<file path="config.mk">
export PLATFORM = sky130hd
export DESIGN_NAME = btn_script_player_flat
export DESIGN_NICKNAME = d
export VERILOG_FILES = /design/src/rtl/btn_script_pkg.sv /design/src/rtl/btn_script_player_if.sv /design/src/rtl/btn_script_player_cmd_fifo.sv /design/src/rtl/btn_script_player.sv /design/src/flat_wrapper.sv
export SDC_FILE = /design/constraint.sdc
export NUM_CORES = 1
export LEC_CHECK = 0
export CAP_MARGIN = 5
export CORE_UTILIZATION = 36
export DETAILED_ROUTE_END_ITERATION = 16
export PLACE_DENSITY = 0.57
export RECOVER_POWER = 100
export SETUP_SLACK_MARGIN = 0.2
export SYNTH_ARGS = -nofsm -noshare
export SYNTH_HDL_FRONTEND = slang
export SYNTH_SLANG_ARGS = --single-unit
</file>
<file path="constraint.sdc">
create_clock -name clk -period 8.2 [get_ports clk]
set_clock_uncertainty 0.15 [all_clocks]
set_input_delay 2.05 -clock clk [delete_from_list [all_inputs] [get_ports clk]]
set_output_delay 2.05 -clock clk [all_outputs]
set_load 0.02 [all_outputs]
</file>
<file path="src/rtl/btn_script_pkg.sv">
// Shared types for the button script player: FSM states, the default command
// record and the index-width helper.
package btn_script_pkg;

  typedef enum logic [2:0] {
    ST_IDLE,
    ST_WAIT_VS,
    ST_GAP,
    ST_PRESS,
    ST_RELEASE
  } state_t;

  // Index width that stays legal for one- and two-button builds.
  function automatic int btn_idx_w(input int n);
    return (n < 2) ? 1 : $clog2(n);
  endfunction

  localparam int DEF_NUM_BTNS = 5;
  localparam int DEF_TIME_W   = 16;
  localparam int DEF_TIMES_W  = 8;
  localparam int DEF_BTN_W    = btn_idx_w(DEF_NUM_BTNS);

  typedef struct packed {
    logic [DEF_BTN_W-1:0]   btn;
    logic [DEF_TIME_W-1:0]  pre_wait;
    logic [DEF_TIME_W-1:0]  up_time;
    logic [DEF_TIME_W-1:0]  down_time;
    logic [DEF_TIMES_W-1:0] times;
`ifdef BTN_SCRIPT_VSYNC_EN
    logic                   sync;
`endif
  } btn_cmd_t;

endpackage

</file>
<file path="src/rtl/btn_script_player_if.sv">
// Command push port of the button script player (valid/ready plus fields).
// BTN_SCRIPT_VSYNC_EN adds the i_cmd_sync field.
interface btn_script_player_if
  import btn_script_pkg::*;
#(
  parameter int NUM_BTNS = 5,
  parameter int TIME_W   = 16,
  parameter int TIMES_W  = 8
) ();

  localparam int BTN_W = btn_idx_w(NUM_BTNS);

  logic               i_cmd_valid;
  logic               o_cmd_ready;
  logic [BTN_W-1:0]   i_cmd_btn;
  logic [TIME_W-1:0]  i_cmd_pre_wait;
  logic [TIME_W-1:0]  i_cmd_up_time;
  logic [TIME_W-1:0]  i_cmd_down_time;
  logic [TIMES_W-1:0] i_cmd_times;
`ifdef BTN_SCRIPT_VSYNC_EN
  logic               i_cmd_sync;
`endif

  modport master (
    output i_cmd_valid, i_cmd_btn, i_cmd_pre_wait, i_cmd_up_time,
           i_cmd_down_time, i_cmd_times,
`ifdef BTN_SCRIPT_VSYNC_EN
    output i_cmd_sync,
`endif
    input  o_cmd_ready
  );

  modport slave (
    input  i_cmd_valid, i_cmd_btn, i_cmd_pre_wait, i_cmd_up_time,
           i_cmd_down_time, i_cmd_times,
`ifdef BTN_SCRIPT_VSYNC_EN
    input  i_cmd_sync,
`endif
    output o_cmd_ready
  );

endinterface

</file>
<file path="src/rtl/btn_script_player_cmd_fifo.sv">
// Synchronous command FIFO with occupancy output; entry type is a parameter.
// Full pushes and empty pops are dropped.
module cmd_fifo
  import btn_script_pkg::*;
#(
  parameter type T     = btn_cmd_t,
  parameter int  DEPTH = 8
) (
  input  logic                     clk,
  input  logic                     rst,
  input  logic                     push,
  input  T                         din,
  input  logic                     pop,
  output T                         dout,
  output logic                     full,
  output logic                     empty,
  output logic [$clog2(DEPTH):0]   level
);

  localparam int PTR_W = $clog2(DEPTH);
  localparam int LVL_W = PTR_W + 1;

  T                 mem [DEPTH];
  logic [PTR_W-1:0] wr_ptr;
  logic [PTR_W-1:0] rd_ptr;
  logic             push_ok;
  logic             pop_ok;

  assign full    = (level == LVL_W'(DEPTH));
  assign empty   = (level == '0);
  assign push_ok = push && !full;
  assign pop_ok  = pop && !empty;
  assign dout    = mem[rd_ptr];

  // NOTE: the storage array has no reset; only pointers and level define validity.
  always_ff @(posedge clk) begin
    if (push_ok) mem[wr_ptr] <= din;
  end

  always_ff @(posedge clk or negedge rst) begin
    if (!rst) begin
      wr_ptr <= '0;
      rd_ptr <= '0;
      level  <= '0;
    end else begin
      if (push_ok) wr_ptr <= wr_ptr + PTR_W'(1);
      if (pop_ok)  rd_ptr <= rd_ptr + PTR_W'(1);
      unique case ({push_ok, pop_ok})
        2'b10:   level <= level + LVL_W'(1);
        2'b01:   level <= level - LVL_W'(1);
        default: level <= level;
      endcase
    end
  end

endmodule

</file>
<file path="src/rtl/btn_script_player.sv">
// Scripted button-press sequencer: queued commands replayed as one-hot levels.
// BTN_SCRIPT_VSYNC_EN adds i_vsync and a per-command wait for its falling edge.
module btn_script_player
  import btn_script_pkg::*;
#(
  parameter int NUM_BTNS = 5,
  parameter int DEPTH    = 8,
  parameter int TIME_W   = 16,
  parameter int TIMES_W  = 8
) (
  input  logic                   clk,
  input  logic                   rst,
  btn_script_player_if.slave     cmd,
`ifdef BTN_SCRIPT_VSYNC_EN
  input  logic                   i_vsync,
`endif
  output logic [NUM_BTNS-1:0]    o_btns,
  output logic                   o_busy,
  output logic                   o_done,
  output logic [$clog2(DEPTH):0] o_level,
  output logic                   o_err
);

  localparam int                 BTN_W     = btn_idx_w(NUM_BTNS);
  localparam logic [BTN_W:0]     BTN_LIMIT = (BTN_W + 1)'(NUM_BTNS);
  localparam logic [TIME_W-1:0]  TIME_ONE  = TIME_W'(1);
  localparam logic [TIMES_W-1:0] TIMES_ONE = TIMES_W'(1);

  typedef struct packed {
    logic [BTN_W-1:0]   btn;
    logic [TIME_W-1:0]  pre_wait;
    logic [TIME_W-1:0]  up_time;
    logic [TIME_W-1:0]  down_time;
    logic [TIMES_W-1:0] times;
`ifdef BTN_SCRIPT_VSYNC_EN
    logic               sync;
`endif
  } cmd_t;

  function automatic logic [NUM_BTNS-1:0] btn_mask(input logic [BTN_W-1:0] b);
    btn_mask = '0;
    if ({1'b0, b} < BTN_LIMIT) btn_mask[b] = 1'b1;
  endfunction

  // A zero press length still produces a one-cycle press.
  function automatic logic [TIME_W-1:0] press_cnt(input logic [TIME_W-1:0] up);
    return (up == '0) ? '0 : up - TIME_ONE;
  endfunction

  state_t             state;
  cmd_t               in_cmd, head, wcmd, src;
  logic [TIME_W-1:0]  cnt;
  logic [TIMES_W-1:0] rep;
  logic               fifo_full, fifo_empty, pop, start_sync;
  state_t             launch_state;
  logic [TIME_W-1:0]  launch_cnt;
  logic [NUM_BTNS-1:0] launch_btns;

  always_comb begin
    in_cmd.btn       = cmd.i_cmd_btn;
    in_cmd.pre_wait  = cmd.i_cmd_pre_wait;
    in_cmd.up_time   = cmd.i_cmd_up_time;
    in_cmd.down_time = cmd.i_cmd_down_time;
    in_cmd.times     = cmd.i_cmd_times;
`ifdef BTN_SCRIPT_VSYNC_EN
    in_cmd.sync      = cmd.i_cmd_sync;
`endif
  end

  assign pop             = (state == ST_IDLE) && !fifo_empty;
  assign cmd.o_cmd_ready = !fifo_full;
  assign o_busy          = (state != ST_IDLE) || (o_level != '0);

  cmd_fifo #(.T(cmd_t), .DEPTH(DEPTH)) u_fifo (
    .clk   (clk),
    .rst   (rst),
    .push  (cmd.i_cmd_valid),
    .din   (in_cmd),
    .pop   (pop),
    .dout  (head),
    .full  (fifo_full),
    .empty (fifo_empty),
    .level (o_level)
  );

`ifdef BTN_SCRIPT_VSYNC_EN
  logic vs_meta, vs_sync, vs_prev, vs_fall;

  always_ff @(posedge clk or negedge rst) begin
    if (!rst) begin
      vs_meta <= 1'b1;
      vs_sync <= 1'b1;
      vs_prev <= 1'b1;
    end else begin
      vs_meta <= i_vsync;
      vs_sync <= vs_meta;
      vs_prev <= vs_sync;
    end
  end

  assign vs_fall    = vs_prev && !vs_sync;
  assign start_sync = head.sync;
`else
  assign start_sync = 1'b0;
`endif

  // Where a freshly started command goes once any vsync wait is over.
  // NOTE: every output of a combinational block gets a default first so no latch is inferred.
  always_comb begin
    src          = (state == ST_IDLE) ? head : wcmd;
    launch_state = ST_IDLE;
    launch_cnt   = '0;
    launch_btns  = '0;
    if (src.pre_wait != '0) begin
      launch_state = ST_GAP;
      launch_cnt   = src.pre_wait - TIME_ONE;
    end else if (src.times != '0) begin
      launch_state = ST_PRESS;
      launch_cnt   = press_cnt(src.up_time);
      launch_btns  = btn_mask(src.btn);
    end
  end

  // NOTE: registered state uses non-blocking assignments so every flop samples pre-edge values.
  always_ff @(posedge clk or negedge rst) begin
    if (!rst) begin
      state  <= ST_IDLE;
      cnt    <= '0;
      rep    <= '0;
      wcmd   <= '0;
      o_btns <= '0;
      o_done <= 1'b0;
      o_err  <= 1'b0;
    end else begin
      o_done <= 1'b0;
      unique case (state)
        ST_IDLE: begin
          if (!fifo_empty) begin
            wcmd <= head;
            rep  <= head.times;
            if ({1'b0, head.btn} >= BTN_LIMIT) o_err <= 1'b1;
            if (start_sync) begin
              state <= ST_WAIT_VS;
            end else begin
              state  <= launch_state;
              cnt    <= launch_cnt;
              o_btns <= launch_btns;
              o_done <= (launch_state == ST_IDLE);
            end
          end
        end
`ifdef BTN_SCRIPT_VSYNC_EN
        ST_WAIT_VS: begin
          if (vs_fall) begin
            state  <= launch_state;
            cnt    <= launch_cnt;
            o_btns <= launch_btns;
            o_done <= (launch_state == ST_IDLE);
          end
        end
`endif
        ST_GAP: begin
          if (cnt != '0) begin
            cnt <= cnt - TIME_ONE;
          end else if (rep != '0) begin
            state  <= ST_PRESS;
            cnt    <= press_cnt(wcmd.up_time);
            o_btns <= btn_mask(wcmd.btn);
          end else begin
            state  <= ST_IDLE;
            o_done <= 1'b1;
          end
        end
        ST_PRESS, ST_RELEASE: begin
          if (cnt != '0) begin
            cnt <= cnt - TIME_ONE;
          end else if (state == ST_PRESS && wcmd.down_time != '0) begin
            state  <= ST_RELEASE;
            cnt    <= wcmd.down_time - TIME_ONE;
            o_btns <= '0;
          end else begin
            // Repeat check: rep counts the pairs still owed, including this one.
            rep <= rep - TIMES_ONE;
            if (rep != TIMES_ONE) begin
              state  <= ST_PRESS;
              cnt    <= press_cnt(wcmd.up_time);
              o_btns <= btn_mask(wcmd.btn);
            end else begin
              state  <= ST_IDLE;
              o_btns <= '0;
              o_done <= 1'b1;
            end
          end
        end
        default: begin
          state  <= ST_IDLE;
          o_btns <= '0;
        end
      endcase
    end
  end

endmodule

</file>
<file path="src/flat_wrapper.sv">
// flat-port wrapper written by rule: the top's interface ports become plain ports
module btn_script_player_flat import btn_script_pkg::*;
#(
  parameter int NUM_BTNS = 5,
  parameter int DEPTH    = 8,
  parameter int TIME_W   = 16,
  parameter int TIMES_W  = 8
)
  (clk, rst, o_btns, o_busy, o_done, o_level, o_err, cmd_i_cmd_valid, cmd_i_cmd_btn, cmd_i_cmd_pre_wait, cmd_i_cmd_up_time, cmd_i_cmd_down_time, cmd_i_cmd_times, cmd_o_cmd_ready);
  btn_script_player_if #(.NUM_BTNS(NUM_BTNS), .TIME_W(TIME_W), .TIMES_W(TIMES_W)) cmd_i ();
  input  logic clk;
  input  logic rst;
  output logic [NUM_BTNS-1:0] o_btns;
  output logic o_busy;
  output logic o_done;
  output logic [$clog2(DEPTH):0] o_level;
  output logic o_err;
  input wire logic [$bits(cmd_i.i_cmd_valid)-1:0] cmd_i_cmd_valid;
  input wire logic [$bits(cmd_i.i_cmd_btn)-1:0] cmd_i_cmd_btn;
  input wire logic [$bits(cmd_i.i_cmd_pre_wait)-1:0] cmd_i_cmd_pre_wait;
  input wire logic [$bits(cmd_i.i_cmd_up_time)-1:0] cmd_i_cmd_up_time;
  input wire logic [$bits(cmd_i.i_cmd_down_time)-1:0] cmd_i_cmd_down_time;
  input wire logic [$bits(cmd_i.i_cmd_times)-1:0] cmd_i_cmd_times;
  output wire logic [$bits(cmd_i.o_cmd_ready)-1:0] cmd_o_cmd_ready;
  assign cmd_i.i_cmd_valid = cmd_i_cmd_valid;
  assign cmd_i.i_cmd_btn = cmd_i_cmd_btn;
  assign cmd_i.i_cmd_pre_wait = cmd_i_cmd_pre_wait;
  assign cmd_i.i_cmd_up_time = cmd_i_cmd_up_time;
  assign cmd_i.i_cmd_down_time = cmd_i_cmd_down_time;
  assign cmd_i.i_cmd_times = cmd_i_cmd_times;
  assign cmd_o_cmd_ready = cmd_i.o_cmd_ready;
  btn_script_player #(.NUM_BTNS(NUM_BTNS), .DEPTH(DEPTH), .TIME_W(TIME_W), .TIMES_W(TIMES_W)) u_core (.clk(clk), .rst(rst), .cmd(cmd_i), .o_btns(o_btns), .o_busy(o_busy), .o_done(o_done), .o_level(o_level), .o_err(o_err));
endmodule
</file>
==> key figures, run 1 <==
Logic synthesis
  • Adder-cell share of the synthesized area: 0.8435%
  • Cell variety after synth: slightly below 70
  • Multiplexer share of the synthesized area: around an eighth
  • Area share of the largest cell type after synthesis: a little under three fifths
  • Post-Syn Area: 24,620 um2
  • Commonest cells post-synth: edfxtp_1 (472), nand2_1 (122), mux2i_1 (112)
  • Synth warnings: 0
  • Area leader, netlist: edfxtp_1
  • Syn nets: 1,709
  • Post-Syn Area per Cell: 15.10 um2
  • Post-Synth XOR/XNOR Area: 1.956%
  • Compound-gate portion of the synthesized area: under 10%
  • FFs w/ async S/R, synth: 17.91%
  • Most common cell in the netlist: edfxtp_1
  • Synthesized flop and latch total: approximately 580
  • Synth top area cells: edfxtp_1 (58%), dfrtp_1 (10%), mux4_2 (7.0%), mux2i_1 (4.6%), nand2_1 (1.9%)
  • Post-synthesis simple-gate area fraction: 7.948%
  • Register area share after synthesis: 68.03%
  • Top FF cell, synth: edfxtp_1
  • Main combinational cell family by area after synthesis: multiplexers
  • Synthesized instance count: 1,631
  • Post-synth EDFFs: 472

Global route
  • GRT Util Overall: 16.84%
  • Global-route wire length before repair: a little under 90 mm
  • Gr ovfl total: 0
  • Largest net degree at the start of global routing: just over 80
  • Number of global-route vias before repair: roughly 14k
  • Initial antenna violation count: 2

STA
  • Tmin final: 6.390 ns
  • RSZ-0062 raised after global routing: no
  • Worst hold slack: 0.3201 ns
  • Slew Limit Headroom: -207.1%
  • Setup ws final: 1.810 ns
  • Hold Vio Cnt, Final: 0
  • Number of setup violations in the final report: 0
  • Crit share post-route: a little under 80%
  • Worst-Margin Slew: ~4.6 ns
  • TNS Setup: 0 ns
  • Achievable Freq: 0.1565 GHz
  • Slew Viols, Final: 490

Detailed routing
  • Wire per inst: 22.01 um
  • DR iter-0 viols: 1,104
  • Vias: 14.32k
  • First-pass iteration count of the detailed router: 6
  • Post-DRT Antenna Nets: 0
  • DRC: 0
  • Total Wirelength: about 58 mm
  • Via density: roughly 5.4

Clock network
  • Clock slew at reported path FFs: approximately 0.060 ns
  • Postcts setup bufs: 0
  • Num CTS Buffers: 60
  • CTS hold repair buffers: 0
  • Root Buffer: clkbuf_16
  • CTS max path bufs: 3
  • H-tree Lvls: 2
  • Worst-skew pair later-pin latency: 0.64 ns
  • TritonCTS clock tree: yes
  • CTS sink count: 575
  • Post-cts resize count: 0

Placed design
  • DP HPWL: ~35 mm
  • Post-Place Setup Slack: between 3 and 4 ns
  • Placement Cell Area: roughly 26,000 um2
  • # port buffers: 74
  • Placed cell count: 2,531
  • GPL Wtd Cong: 0.9170

Power
  • Leak: 9.749 nW
  • Clock share of power: 25.8%
  • Switching power total: 4.029 mW
  • Int Pwr: a little over 7 mW
  • Switching part of the total power: 36.23%
  • Max IR drop VDD: 0.0002045 V
  • Cell Pwr Density: about 390 nW/um2
  • Flop pwr share: 38.6%
  • Design Power: 11.12 mW
  • Gate power share: 35.6%

Critical path
  • Reg-to-Reg Start: u_core.u_fifo.rd_ptr[1]
  • CP max FO: 59
  • Worst Path Required: 8.17 ns
  • Critical path arrival: approximately 6.4 ns
  • WS Path Type: input pin to flop
  • CP endpoint kind: flop
  • CP startpoint kind: input pin
  • R2r setup slk: roughly 2.1 ns
  • Cell count of the worst reg-to-reg path: 12
  • Reg-to-Reg End: u_core.cnt[5]

Min path
  • Hold Crit Endpoint: u_core.wcmd[40]
  • Min-delay src: u_core.wcmd[40]
  • HP Class: flop to flop
  • Hold path depth: 2

Finish
  • Layout Cells excl Fill: 2,646
  • Nets@finish: around 1.8k
  • Fin util: 42.19%
  • Fin area: roughly 28,000 um2
  • Layout cells sized above 1: 12.31%
  • Area Overhead vs Synth: 15.49%

Floorplan
  • Die Ht: 263.5 um
  • FP Rows: between 90 and 100
  • Die area: a little under 70,000 um2
  • I/O pins: 75
  • Chip width: 263.5 um
  • Core ar.: 67,400 um2
  • Initial cell density of the core: between 30% and 40%

Outcome
  • Failing checks: max-capacitance violations, max-slew violations
  • Status: finished with violations

Flow run
  • Max-cap viol count: 11
## logic make-up after synthesis
family,after synthesis
flops,575
simple gates,400
compound gates,283
mux,206
buf+inv,96
xor+xnor,55
fa+ha+maj,16
## sequential cells by signal, indices dropped and copies added, names as in the netlist
signal	count
u_core.wcmd	59
u_core.o_err	1
u_core.rep	8
u_core.state	3
u_core.u_fifo.rd_ptr	3
u_core.o_btns	5
u_core.u_fifo.mem	472
u_core.o_done	1
u_core.u_fifo.level	4
u_core.cnt	16
u_core.u_fifo.wr_ptr	3
## power by group through the flow
stage | Sequential (mW) | Clock, mW | Combinational [mW]
final | 4.29 | 2.87 | 3.96
after global routing | 4.37 | 3.04 | 4.36
after CTS | 4.28 | 2.93 | 4.03
after detailed placement | 4.34 | 0 | 4.01
after global placement | 4.31 | 0 | 3.95
after floorplan | 4.14 | 0 | 2.92
## metal layers
| layer | wire length [um] | part of all wire, % | up-vias | track usage [%] |
|---|---|---|---|---|
| li1 | - | - | 6574 | - |
| met4 | 1062 | 1.8 | 0 | 4.378 |
| met5 | 0 | 0 | - | 0 |
| met2 | 27680 | 48 | 369 | 27.35 |
| met3 | 2643 | 4.5 | 77 | 2.310 |
| met1 | 26860 | 46 | 7298 | 23.77 |
## worst max path at each step
stage,startpoint,end,slack [ns],cells after the start
detailed placement,u_core.u_fifo.rd_ptr[1],u_core.cnt[11],3.32,12
CTS,u_core.state[0],o_busy,3.08,5
floorplan,cmd_i_cmd_valid,u_core.u_fifo.mem[1][0],-0.91,2
global placement,u_core.u_fifo.rd_ptr[1],u_core.cnt[10],3.44,12
global route,cmd_i_cmd_valid,u_core.u_fifo.mem[0][25],1.49,4
finish,cmd_i_cmd_valid,u_core.u_fifo.mem[2][25],1.81,4
## worst max-delay path: stages
cell and delay (ns):
dlygate4sd3_1 0.59, nand3_1 0.21, nor3_1 0.20, clkbuf_1 3.24
## cells in the final DEF (no fill, tap or decap), types with 24 or more instances in the layout
cell type and count:
clkbuf_16 60, a31oi_1 30, mux2i_1 112, nor3_1 25, nand2_1 122, xnor2_1 33
a21oi_1 69, nor4_1 24, dfrtp_1 101, a22oi_1 45, o21ai_0 61, nor2_1 109
edfxtp_1 472, dlygate4sd3_1 73, mux4_2 76, clkbuf_1 25
## area by class of cell
type,count,area [um2]
fillers,6003,38960
clock inverters,31,446.7
multi-input cells,960,7476
repair buffers,103,930.9
well taps,873,1092
flip-flops and latches,575,16760
diodes,2,5.005
inverters,20,75.07
clock buffers,82,1654
No activity file was read; power rests on OpenSTA's default activity.
==> run 2, diff against run 1 <==
==> constraint.sdc (replaced) <==
create_clock -name clk -period 5.6 [get_ports clk]
set_clock_uncertainty 0.15 [all_clocks]
set_input_delay 1.4 -clock clk [delete_from_list [all_inputs] [get_ports clk]]
set_output_delay 1.4 -clock clk [all_outputs]
set_load 0.02 [all_outputs]
==> key figures, run 2 (synthesized netlist as in run 1, its figures left out) <==
Outcome
  • Status: finished with violations
  • Failing checks: max-capacitance violations, max-slew violations

Critical path
  • CP Capture Point: o_busy
  • Cell count of the worst reg-to-reg path: 9
  • Worst Path Required: 4.05 ns
  • Worst Setup SP: u_core.state[0]
  • Reg-to-Reg End: u_core.cnt[5]
  • CP max FO: 34
  • CP startpoint kind: flop
  • R2r setup slk: 0.82 ns
  • WS Path Type: flop to primary output
  • CP endpoint kind: primary output
  • Reg-to-Reg Start: u_core.state[0]
  • Critical path arrival: ~3.5 ns

Floorplan
  • Initial cell density of the core: 36.53%
  • Chip width: 263.5 um
  • Core ar.: a little under 70,000 um2
  • Die area: roughly 70,000 um2
  • I/O pins: 75
  • FP Rows: 95
  • Die Ht: 263.5 um

Power
  • Leak: 9.652 nW
  • Cell Pwr Density: roughly 560 nW/um2
  • Max IR drop VDD: 0.0003281 V
  • Design Power: 15.88 mW

Finish
  • Commonest non-fill, non-tap cells in the layout: edfxtp_1 (472), nand2_1 (122), mux2i_1 (112), nor2_1 (109), dfrtp_1 (100)
  • Commonest non-fill, non-tap cell in the layout: edfxtp_1
  • Layout cells sized above 1: 12.13%
  • Largest Register: u_core.u_fifo.mem
  • Biggest regs: u_core.u_fifo.mem x472, u_core.wcmd x59, u_core.cnt x16
  • FF/Latch Area: 16,760 um2
  • FILL cells: 6,007
  • Fin util: 41.88%
  • Layout Cells excl Fill: 2,645
  • Area occupied by multi-input gates: around 7500 um2
  • Max FFs per register: 472
  • Area Overhead vs Synth: 14.63%
  • Nets@finish: 1,804
  • Antenna Cells: 0

Detailed routing
  • DRC: 0
  • Via density: about 5.4
  • Wire per inst: between 20 and 25 um
  • First-pass iteration count of the detailed router: 5
  • Total Wirelength: 58.20 mm
  • DR iter-0 viols: 1,085
  • Post-DRT Antenna Nets: 0
  • Vias: 14.30k

STA
  • RSZ-0062 raised after global routing: no
  • Number of setup violations in the final report: 0
  • TNS Setup: 0 ns
  • Tmin final: 4.999 ns
  • Hold Vio Cnt, Final: 0
  • Crit share post-route: around nine tenths
  • Achievable Freq: approximately 0.2 GHz
  • Slew Viols, Final: between 600 and 700
  • Worst-Margin Slew: around 2.7 ns
  • Slew Limit Headroom: -77.85%
  • Setup ws final: 0.6015 ns

Clock network
  • CTS max path bufs: 3
  • H-tree Lvls: 2
  • CTS sink count: 575
  • Worst-skew pair later-pin latency: 0.61 ns
  • Clock slew at reported path FFs: 0.06 ns
  • Post-cts resize count: 0
  • CTS hold repair buffers: 0
  • Postcts setup bufs: 0
  • Root Buffer: clkbuf_16
  • TritonCTS clock tree: yes
  • Num CTS Buffers: 60

Placed design
  • DP HPWL: 35.58 mm
  • Post-Place Setup Slack: approximately 1.0 ns
  • # port buffers: 74
  • GPL Wtd Cong: 0.8953
  • Placed cell count: 2,537

Min path
  • HP Class: flop to flop
  • Min-delay src: u_core.wcmd[47]

Global route
  • Largest net degree at the start of global routing: between 70 and 80
  • Gr ovfl total: 0
  • Initial antenna violation count: 2
  • Number of global-route vias before repair: between 10k and 15k
  • Global-route wire length before repair: 89.15 mm
  • GRT Util Overall: 16.87%

Flow run
  • Max-cap viol count: 15
## run 2: routing by layer
| layer | vias to the layer above | track usage (%) | wire (um) |
|---|---|---|---|
| met5 | - | 0 | 0 |
| met3 | 87 | 2.366 | 2388 |
| met1 | 7309 | 24.17 | 27050 |
| met4 | 0 | 4.489 | 1242 |
| li1 | 6571 | - | - |
| met2 | 335 | 26.88 | 27520 |
## run 2: critical path, stage by stage (launching register included)
cell,delay [ns]
dfrtp_1,0.49
or3_1,0.59
clkbuf_2,0.52
nor2_1,0.51
inv_1,0.16
clkdlybuf4s50_1,0.57
## run 2: worst min path at each step
stage / end / slack (ns) / cells after the start
finish: u_core.wcmd[47] / 0.32 / 2
CTS: u_core.wcmd[47] / 0.33 / 2
global route: u_core.wcmd[51] / 0.35 / 2
detailed placement: u_core.wcmd[47] / 0.31 / 2
global placement: u_core.wcmd[48] / 0.30 / 2
floorplan: u_core.wcmd[40] / 0.29 / 2
## run 2: area by class of cell
| class | count | share of cell area [%] |
|---|---|---|
| flip-flops and latches | 575 | 59.38 |
| multi-input cells | 960 | 26.52 |
| clock buffers | 78 | 5.776 |
| well taps | 873 | 3.870 |
| repair buffers | 109 | 3.396 |
| clock inverters | 30 | 0.7891 |
| inverters | 20 | 0.2660 |
## run 2: per-stage QoR
step / area [um2] / hold slack [ns]
after floorplan: 24660 / 0.2918
after global placement: 26580 / 0.3045
after detailed placement: 26580 / 0.3123
after CTS: 28430 / 0.3254
final: 28220 / 0.3217
after global routing: 28220 / 0.3527
## run 2: report_power, final
part / switching [mW] / internal (mW) / total, mW
registers: 0.581 / 5.60 / 6.19
clock network: 1.60 / 2.17 / 3.77
logic: 3.67 / 2.25 / 5.93
total: 5.85 / 10.0 / 15.9
==> run 3, diff against run 2 <==
--- a/config.mk
+++ b/config.mk
@@ -11,6 +11,7 @@
 export PLACE_DENSITY = 0.57
 export RECOVER_POWER = 100
 export SETUP_SLACK_MARGIN = 0.2
+export SLEW_MARGIN = 20
 export SYNTH_ARGS = -nofsm -noshare
 export SYNTH_HDL_FRONTEND = slang
 export SYNTH_SLANG_ARGS = --single-unit
==> key figures, run 3 (synthesized netlist as in run 1, its figures left out) <==
Outcome
  • Status: finished with violations
  • Failing checks: max-capacitance violations, max-slew violations

Finish
  • Biggest regs: u_core.u_fifo.mem x472, u_core.wcmd x59, u_core.cnt x16
  • Nets@finish: around 1.8k
  • Largest Register: u_core.u_fifo.mem
  • Commonest non-fill, non-tap cells in the layout: edfxtp_1 (472), nand2_1 (122), mux2i_1 (112), nor2_1 (109), dfrtp_1 (100)
  • FILL cells: 6,006
  • Max FFs per register: 472
  • Antenna Cells: 0
  • FF/Latch Area: between 15,000 and 20,000 um2
  • Commonest non-fill, non-tap cell in the layout: edfxtp_1
  • Fin area: about 28,000 um2
  • Layout cells sized above 1: 12.19%
  • Fin util: 41.89%
  • Area Overhead vs Synth: 14.66%
  • Area occupied by multi-input gates: around 7500 um2

Critical path
  • WS Path Type: flop to primary output
  • CP startpoint kind: flop
  • CP max FO: 34
  • Critical path arrival: 3.46 ns
  • CP endpoint kind: primary output
  • Worst Path Required: 4.05 ns

Placed design
  • Placement Cell Area: 26,580 um2
  • # port buffers: 74
  • DP HPWL: approximately 36 mm
  • GPL Wtd Cong: 0.8953

Power
  • Clock share of power: 23.7%
  • Gate power share: 37.3%
  • Flop pwr share: 39.0%
  • Design Power: between 15 and 20 mW
  • Leak: just under 10 nW
  • Max IR drop VDD: 0.0003282 V
  • Switching part of the total power: 36.85%
  • Int Pwr: 10.03 mW
  • Cell Pwr Density: between 500 and 600 nW/um2
  • Switching power total: about 5.9 mW

Global route
  • Largest net degree at the start of global routing: 77
  • Gr ovfl total: 0
  • Number of global-route vias before repair: about 14k
  • GRT Util Overall: 16.87%
  • Initial antenna violation count: 2
  • Global-route wire length before repair: 89.15 mm

Detailed routing
  • DR iter-0 viols: 1,088
  • Via density: 5.403
  • DRC: 0
  • Wire per inst: 22.00 um
  • Total Wirelength: 58.18 mm
  • Vias: 14.29k
  • Post-DRT Antenna Nets: 0
  • First-pass iteration count of the detailed router: 5

STA
  • Slew Viols, Final: 686
  • TNS Setup: 0 ns
  • Hold Vio Cnt, Final: 0
  • Crit share post-route: 89.48%
  • Worst hold slack: approximately 0.32 ns
  • Slew Limit Headroom: -79.54%
  • Achievable Freq: 0.1996 GHz
  • Tmin final: about 5 ns
  • RSZ-0062 raised after global routing: no
  • Worst-Margin Slew: 2.693 ns
  • Number of setup violations in the final report: 0

Clock network
  • TritonCTS clock tree: yes
  • Num CTS Buffers: 60
  • H-tree Lvls: 2
  • Post-cts resize count: 0
  • CTS hold repair buffers: 0
  • Worst-skew pair later-pin latency: 0.61 ns
  • Postcts setup bufs: 0
  • CTS sink count: ~580
  • Clock slew at reported path FFs: approximately 0.060 ns
  • Root Buffer: clkbuf_16
  • CTS max path bufs: 3

Floorplan
  • Chip width: 263.5 um
  • Die Ht: ~260 um
  • I/O pins: 75
  • FP Rows: 95
  • Die area: 69,450 um2
  • Initial cell density of the core: around 37%
  • Core ar.: 67,400 um2

Flow run
  • Max-cap viol count: 15

Min path
  • HP Class: flop to flop
-- run 3: changes by cell type in the layout (fill, tap and decap cells not counted) --
cell,previous run,this run
nor4_1,23,22
nor4_2,0,1
-- run 3: power groups by stage --
stage,sequential (mW),clock (mW),combinational [mW]
3_3_place_gp,6.22,0,6.00
4_1_cts,6.17,3.85,6.09
6_report,6.19,3.77,5.93
3_5_place_dp,6.25,0,6.07
5_1_grt,6.28,4.02,6.52
2_1_floorplan,6.03,0,4.29
-- run 3: path summary, 6_finish.rpt --
kind / start / to / slack (ns) / depth (start not counted)
min in group asynchronous: rst / u_core.wcmd[7] / 1.49 / 1
max reg2reg: u_core.state[0] / u_core.cnt[5] / 0.82 / 9
min reg2reg: u_core.wcmd[47] / u_core.wcmd[47] / 0.32 / 2
max in group asynchronous: rst / u_core.u_fifo.rd_ptr[2] / 1.08 / 2
min: u_core.wcmd[47] / u_core.wcmd[47] / 0.32 / 2
max: u_core.state[0] / o_busy / 0.59 / 5
-- run 3: layout make-up --
class                   count  area share, %
flip-flops and latches    575          59.37
multi-input cells         960          26.54
clock buffers              78          5.775
well taps                 873          3.869
repair buffers            109          3.395
clock inverters            30         0.7889
inverters                  20         0.2659
-- run 3: routing by layer --
metal	up-vias	routed length (um)	part of all wire, %	GRT usage (%)
li1	6570	-	-	-
met1	7292	26810	46	24.17
met2	338	27470	47	26.88
met3	91	2624	4.5	2.366
met4	0	1273	2.2	4.489
met5	-	0	0	0
-- run 3: worst max-delay path, stage by stage (launching register included) --
cell and delay, ns:
dfrtp_1 0.49, or3_1 0.59, clkbuf_2 0.52, nor2_1 0.52, inv_1 0.16, clkdlybuf4s50_1 0.57
-- run 3: through the flow --
step	setup slack (ns)	instances
5_1_grt	0.3602	2645
6_report	0.5892	2645
2_1_floorplan	0.07309	1631
3_5_place_dp	1.010	2537
3_3_place_gp	1.224	2537
4_1_cts	0.8377	2645
